--- src/rtl/mx11_pkg.sv ---
// mx11_pkg: shared types and constants for the mx11 instruction decoder.
//   dec_state_t  - decoder FSM state encoding
//   IP_REG_IDX   - register-bus index holding the instruction pointer
//   LEN_*        - position and illegal value of the immediate-count field
//                  in the opcode byte
package mx11_pkg;

  typedef enum logic [2:0] {
    IDLE,
    FETCH_OP,
    FETCH_IMM,
    SETTLE,
    ISSUE,
    DRAIN,
    TRAP
  } dec_state_t;

  localparam logic [3:0]  IP_REG_IDX  = 4'h7;
  localparam int unsigned LEN_MSB     = 7;
  localparam int unsigned LEN_LSB     = 6;
  localparam logic [1:0]  LEN_ILLEGAL = 2'd3;

endpackage

--- src/rtl/mx11_ins_decode_reg_tap.sv ---
// reg_tap: selects one DATA_WIDTH register from the flattened register bus.
//   reg_line in  REGBUS_WIDTH*DATA_WIDTH  flattened register bus, reg 0 in LSBs
//   idx      in  4                        register index
//   data     out DATA_WIDTH               selected register value
module reg_tap #(
  parameter int unsigned REGBUS_WIDTH = 16,
  parameter int unsigned DATA_WIDTH   = 8
) (
  input  logic [REGBUS_WIDTH*DATA_WIDTH-1:0] reg_line,
  input  logic [3:0]                         idx,
  output logic [DATA_WIDTH-1:0]              data
);

  always_comb begin
    data = '0;
    for (int unsigned i = 0; i < REGBUS_WIDTH; i++) begin
      if (idx == i[3:0]) begin
        data = reg_line[i*DATA_WIDTH +: DATA_WIDTH];
      end
    end
  end

endmodule

--- src/rtl/mx11_ins_decode.sv ---
// mx11_ins_decode: sequences instruction-byte fetches, assembles 1-3 byte
// instructions (opcode + 0..2 immediates), bumps the IP after every fetched
// byte and hands the decoded instruction to execute over valid/ready.
//   clk, rst (async, active-low)
//   reg_line          register bus, IP read at index 7
//   run, flush        level run control / abandon-instruction pulse
//   fetch, insr, load_en   fetch request, fetched byte, byte strobe
//   ip_we, ip_wdata   IP write strobe and IP+1
//   op_valid, op_ready, op_code, op_len, op_imm, op_trap   issue interface
// Optional feature macro: MX11_ILLEGAL_TRAP_EN (len=3 opcodes trap instead of
// being treated as len=2).
module mx11_ins_decode
  import mx11_pkg::*;
#(
  parameter int unsigned ADDR_WIDTH   = 8,
  parameter int unsigned DATA_WIDTH   = 8,
  parameter int unsigned REGBUS_WIDTH = 16
) (
  input  logic                               clk,
  input  logic                               rst,
  input  logic [REGBUS_WIDTH*DATA_WIDTH-1:0] reg_line,
  input  logic                               run,
  input  logic                               flush,
  output logic                               fetch,
  input  logic [DATA_WIDTH-1:0]              insr,
  input  logic                               load_en,
  output logic                               ip_we,
  output logic [DATA_WIDTH-1:0]              ip_wdata,
  output logic                               op_valid,
  input  logic                               op_ready,
  output logic [5:0]                         op_code,
  output logic [1:0]                         op_len,
  output logic [2*DATA_WIDTH-1:0]            op_imm,
  output logic                               op_trap
);

  // ADDR_WIDTH describes the fetch-side bus only; nothing here depends on it.
  if (ADDR_WIDTH == 0) begin : g_addr_width_unused
  end

  dec_state_t              state_q, state_d;
  logic [5:0]              op_code_q, op_code_d;
  logic [1:0]              op_len_q, op_len_d;
  logic [2*DATA_WIDTH-1:0] op_imm_q, op_imm_d;
  logic [1:0]              rem_q, rem_d;

  logic [DATA_WIDTH-1:0]   ip;
  logic [1:0]              raw_len;
  logic [1:0]              imm_sel;
  dec_state_t              after_op;

  reg_tap #(
    .REGBUS_WIDTH (REGBUS_WIDTH),
    .DATA_WIDTH   (DATA_WIDTH)
  ) u_ip_tap (
    .reg_line (reg_line),
    .idx      (IP_REG_IDX),
    .data     (ip)
  );

  assign raw_len  = insr[LEN_MSB:LEN_LSB];
  // Immediates fill imm0 then imm1: bytes already taken = len - remaining.
  assign imm_sel  = op_len_q - rem_q;
  assign after_op = run ? FETCH_OP : IDLE;

  always_comb begin
    state_d   = state_q;
    op_code_d = op_code_q;
    op_len_d  = op_len_q;
    op_imm_d  = op_imm_q;
    rem_d     = rem_q;
    fetch     = 1'b0;
    ip_we     = 1'b0;
    ip_wdata  = '0;
    op_valid  = 1'b0;
    op_trap   = 1'b0;

    unique case (state_q)
      IDLE: begin
        if (run) state_d = FETCH_OP;
      end

      FETCH_OP: begin
        fetch = 1'b1;
        if (flush) begin
          // A byte arriving with the flush is simply dropped; otherwise the
          // outstanding fetch must be drained first.
          state_d = load_en ? after_op : DRAIN;
        end else if (load_en) begin
          ip_we     = 1'b1;
          ip_wdata  = ip + DATA_WIDTH'(1);
          op_code_d = insr[5:0];
          op_imm_d  = '0;
          if (raw_len == LEN_ILLEGAL) begin
`ifdef MX11_ILLEGAL_TRAP_EN
            op_len_d = raw_len;
            rem_d    = 2'd0;
            state_d  = TRAP;
`else
            op_len_d = 2'd2;
            rem_d    = 2'd2;
            state_d  = SETTLE;
`endif
          end else begin
            op_len_d = raw_len;
            rem_d    = raw_len;
            state_d  = SETTLE;
          end
        end
      end

      FETCH_IMM: begin
        fetch = 1'b1;
        if (flush) begin
          state_d = load_en ? after_op : DRAIN;
        end else if (load_en) begin
          ip_we    = 1'b1;
          ip_wdata = ip + DATA_WIDTH'(1);
          if (imm_sel[0]) op_imm_d[2*DATA_WIDTH-1:DATA_WIDTH] = insr;
          else            op_imm_d[DATA_WIDTH-1:0]            = insr;
          rem_d   = rem_q - 2'd1;
          state_d = SETTLE;
        end
      end

      SETTLE: begin
        if (flush)             state_d = after_op;
        else if (rem_q != 2'd0) state_d = FETCH_IMM;
        else                   state_d = ISSUE;
      end

      ISSUE: begin
        op_valid = 1'b1;
        if (flush || op_ready) state_d = after_op;
      end

      DRAIN: begin
        if (load_en) state_d = after_op;
      end

      TRAP: begin
`ifdef MX11_ILLEGAL_TRAP_EN
        op_trap = 1'b1;
`endif
        if (flush) state_d = after_op;
      end

      default: state_d = IDLE;
    endcase
  end

  always_ff @(posedge clk or negedge rst) begin
    if (!rst) begin
      state_q   <= IDLE;
      op_code_q <= '0;
      op_len_q  <= '0;
      op_imm_q  <= '0;
      rem_q     <= '0;
    end else begin
      state_q   <= state_d;
      op_code_q <= op_code_d;
      op_len_q  <= op_len_d;
      op_imm_q  <= op_imm_d;
      rem_q     <= rem_d;
    end
  end

  assign op_code = op_code_q;
  assign op_len  = op_len_q;
  assign op_imm  = op_imm_q;

endmodule
--- config.mk ---
export PLATFORM = sky130hd
export DESIGN_NAME = mx11_ins_decode
export DESIGN_NICKNAME = d
export VERILOG_FILES = /design/src/rtl/mx11_pkg.sv /design/src/rtl/mx11_ins_decode_reg_tap.sv /design/src/rtl/mx11_ins_decode.sv
export SDC_FILE = /design/constraint.sdc
export NUM_CORES = 1
export LEC_CHECK = 0
export BUFFER_PORTS_ARGS = -buffer_cell sky130_fd_sc_hd__buf_2
export CORE_AREA = 2 2 69 71
export CTS_BUF_LIST = sky130_fd_sc_hd__clkbuf_8
export DETAILED_ROUTE_END_ITERATION = 16
export DIE_AREA = 0 0 71 73
export GPL_TIMING_DRIVEN = 1
export PLACE_DENSITY = 0.83
export SLEW_MARGIN = 5
export SYNTH_ARGS = -nofsm -noshare
export SYNTH_HDL_FRONTEND = slang
export SYNTH_SLANG_ARGS = --single-unit
export TNS_END_PERCENT = 10
--- constraint.sdc ---
create_clock -name clk -period 2.9 [get_ports clk]
set_input_delay 0.435 -clock clk [delete_from_list [all_inputs] [get_ports clk]]
set_output_delay 0.435 -clock clk [all_outputs]
set_load 0.01 [all_outputs]
==> impl.org <==
** Synthesis
- Synth Register Bits :: 29
- Share of synthesized cell area in full adder, half adder and majority cells :: 1.647%
- The number of different library cells used by synthesis comes to 35.
- By area, the combinational part of the netlist is dominated by simple AND/OR/NAND/NOR gates.
- Primary flip-flop cell chosen by synthesis mapping :: sky130_fd_sc_hd__dfrtp_1
- A synthesized cell averages 10.40 sq um.
- Area contributors post-synth :: sky130_fd_sc_hd__dfrtp_1, sky130_fd_sc_hd__mux2i_1, sky130_fd_sc_hd__a22o_1
- Cell type with the largest total area after synthesis :: sky130_fd_sc_hd__dfrtp_1
- The cell area that synthesis handed to floorplanning was 0.001519 sq mm.
- Of the total synthesized cell area, the portion taken by XOR and XNOR cells is 4.613%.
- Of the total synthesized cell area, the portion taken by AND, OR, NAND and NOR gates is 14.17%.
- The share of the Yosys chip area taken by registers is 47.78%.
- Yosys warning count :: 0
- After synthesis, the share of flip-flops with an asynchronous set or reset is 100.0%.
- When the netlist entered floorplanning its net count stood at 290.
- Summed over its instances, the top area cell type makes up 47.78% of the synthesized netlist area.
- In this run, synthesis inferred 0 flip-flops with an integrated enable.
- Complex-gate fraction of the synthesized area :: 14.00%
- Multiplexer cells account for 11.20% of the synthesized area.
- Post-Syn Instances :: 146

** Cells and area
- Cells fill 42.32% of the core in the end.
- Compared with the post-synthesis result, the final layout area differs by 26.36%.
- Leaving out filler cells and counting taps, the final layout contains 258.
- The number of antenna diodes in the final layout is 0.
- Post-Layout Inst Area :: 0.001919 sq mm
- Registers take 725.7 sq um.
- Fill cells in the final layout number 428.
- The net count of the finished layout is 348.
- In the final layout, the share of cells above drive strength 1 is 37.25%.
- Area occupied by multi-input gates :: 696.9 sq um

** Power
- Pwr/cell area :: 927.5 mW/mm^2
- For this design the static power due to leakage is 1.014 nW.
- The worst-case IR drop observed on VDD is 0.5369 mV.
- The design draws 1.780 mW.

** Job
- Number of maximum-capacitance violations :: 0

** Timing
- Setup violations remaining at the end of the flow were counted as 0.
- Peak Freq :: 423.1 MHz
- Setup repair after global routing missed its margin :: no
- Subtracting the final worst setup slack from the clock period gives 2.364 ns.
- In the final timing run, aggregate negative setup slack is 0 ns.
- The number of slew-limit violations in the final report is 0.
- At the pin with the least slew margin, the transition time is 0.8940 ns.
- Clock Skews :: 0.003279 ns
- Of the available clock period, the critical path in the final layout requires 81.50%.
- Headroom to the max-slew limit came out at 39.75%.
- Fin. Hold Viols :: 0

** Critical path
- Critical Path Fanout Max :: 15
- Peak per-stage delay on the critical path :: 0.53 ns
- The critical path contains buffers and inverters numbering 2 combined.
- In this run the worst setup path begins at state_q[0].
- The startpoint identified for the worst register-to-register timing path is state_q[0].
- STA classifies the critical path startpoint as a flip-flop.
- Among all stages on the critical path, the largest delay is contributed by sky130_fd_sc_hd__dfrtp_1.
- Critical Path End Type :: output pin
- Data on the critical path is required at its endpoint by 2.47 ns.
- Kind of cell adding the most delay to the critical path :: simple AND/OR/NAND/NOR gates
- The critical path in this run is classified as reg -> out.
- Crit path arrival time :: 1.93 ns
- Cell Chain, Critical Path :: xnor2_1 > nand2b_1 > inv_4 > and2_1 > buf_2

** GRT
- The initial antenna violation count came to 0.
- Global-route wire length before repair :: 5492 um
- Total routing usage reported by global routing :: 13.57%
- The via count of the first global-routing pass was 1,191.
- Entering global routing, the biggest net connects 30 pins.
- For this run the aggregate overflow at the end of global routing stands at 0.

** Place
- In this run, placement finished with an instance count of 251.
- Half-perimeter wire length of the detailed placement result :: 2440 um
- DP Area :: 0.001833 sq mm
- In this run the tool buffered the top-level ports with 56 buffer cells.
- Global placer's final weighted congestion :: 0.6585

** Detailed routing
- Average wire per standard cell :: 12.96 um
- Number of iterations in the first detailed-routing pass :: 4
- The count of nets left with antenna violations once routing finished came out at 0.
- 1st-iter DRT viols :: 21
- The detailed router placed 1,242 vias in this run.
- Per-cell via count in the routed design :: 4.814
- Remaining DRCs :: 0
- Final wirelength :: 3344 um

** Floorplan
- Starting utilization of the core area :: 33.49%
- Die area :: 0.005183 sq mm
- Core region area :: 0.004536 sq mm
- Die boundary width :: 71 um
- During I/O placement, the number of pins put on the boundary was 178.
- Row generation in the floorplan step produced 25 rows.
- Overall die height :: 73 um

** Clock network
- Root Driver :: sky130_fd_sc_hd__clkbuf_8
- In this run, CTS created clock tree buffers numbering 5.
- Post-CTS repair changed the size of 0 cells.
- CTS built an H-tree with a depth of 2.
- Maximum root-to-sink buffer count :: 2
- Clk pin slew, worst setup/hold paths :: 0.06 ns
- TritonCTS built the clock tree.
- Post-CTS setup buffer count :: 0
- The later pin in the worst-skew pair is clocked with a latency of 0.27 ns.
- Sinks on Clock Net :: 29
- In this run, post-CTS hold repair placed 0 buffers.

** Run status
- Status :: finished clean

** Min path
- The worst hold path belongs to the class in -> async.
## layout make-up
| cell class | instances | area share (%) |
|---|---|---|
| tap | 54 | 3.520 |
| clock inverter | 1 | 0.1956 |
| clock buffer | 6 | 4.302 |
| multi-input combinational | 97 | 36.31 |
| timing repair buffer | 57 | 14.99 |
| inverter | 14 | 2.868 |
| sequential | 29 | 37.81 |
## registers in the layout (all words and copies together) (netlist names)
register and cells:
state_q 3, op_imm 16, rem_q 2, op_code 6, op_len 2
## layout by cell type, fill, tap and decap left out, drive strengths merged, types with 3 or more instances in the layout
master	netlist	final
a22o	9	9
nand2	13	13
xor2	4	4
a31oi	3	3
nor2b	3	3
nor2	9	9
mux2i	8	8
mux2	8	8
dfrtp	29	29
o21ai	7	7
xnor2	4	4
nor3	3	3
a21oi	3	3
inv	14	15
buf	6	57
clkbuf	0	6
and3	4	4
## kinds of logic (layout without fill, tap and decap cells)
kind of cell	count (synthesis)	after routing
flops	29	29
compound gates	27	27
mux	16	16
simple gates	43	43
buf+inv	20	78
xor+xnor	8	8
other cells	1	1
fa+ha+maj	2	2
## final timing paths
path,slack [ns],depth (start not counted),to
max,0.54,5,ip_wdata[1]
min,0.18,1,op_code[3]
max reg2reg,0.89,5,op_imm[6]
min reg2reg,0.50,1,op_imm[1]
max in group asynchronous,2.31,1,op_imm[6]
min in group clk,0.42,2,op_imm[3]
## layer usage
layer	part of all wire [%]	global-route usage, %	up-vias
met4	0	3.774	0
met2	51	24.09	43
met5	0	0	-
met3	6.1	3.591	0
li1	-	-	621
met1	43	16.28	578
## synthesized netlist by cell type (2+ instances only)
master	instances
sky130_fd_sc_hd__dfrtp_1	29
sky130_fd_sc_hd__inv_1	13
sky130_fd_sc_hd__nand2_1	13
sky130_fd_sc_hd__a22o_1	9
sky130_fd_sc_hd__nor2_1	9
sky130_fd_sc_hd__mux2i_1	8
sky130_fd_sc_hd__mux2_2	7
sky130_fd_sc_hd__o21ai_0	6
sky130_fd_sc_hd__and3_1	4
sky130_fd_sc_hd__xnor2_1	4
sky130_fd_sc_hd__xor2_1	4
sky130_fd_sc_hd__a21oi_1	3
sky130_fd_sc_hd__buf_2	3
sky130_fd_sc_hd__nor2b_1	3
sky130_fd_sc_hd__nor3_1	3
sky130_fd_sc_hd__a31oi_1	2
sky130_fd_sc_hd__and2_1	2
sky130_fd_sc_hd__buf_4	2
sky130_fd_sc_hd__ha_1	2
sky130_fd_sc_hd__nand2b_1	2
sky130_fd_sc_hd__nand3_1	2
sky130_fd_sc_hd__o211ai_1	2
sky130_fd_sc_hd__or3_1	2
## where the power goes
| part | switching [mW] | internal, mW |
|---|---|---|
| Clock | 0.137 | 0.184 |
| Sequential | 0.143 | 0.572 |
| Combinational | 0.393 | 0.351 |
| Total | 0.673 | 1.11 |
## metrics by stage
stage | hold slack (ns) | setup WS (ns)
floorplan | 0.1394 | 1.308
global placement | 0.4824 | 0.8398
detailed placement | 0.4780 | 0.8047
CTS | 0.2059 | 0.5085
global route | 0.2267 | 0.3128
finish | 0.1825 | 0.5365
(Power assumes the default switching activity.)
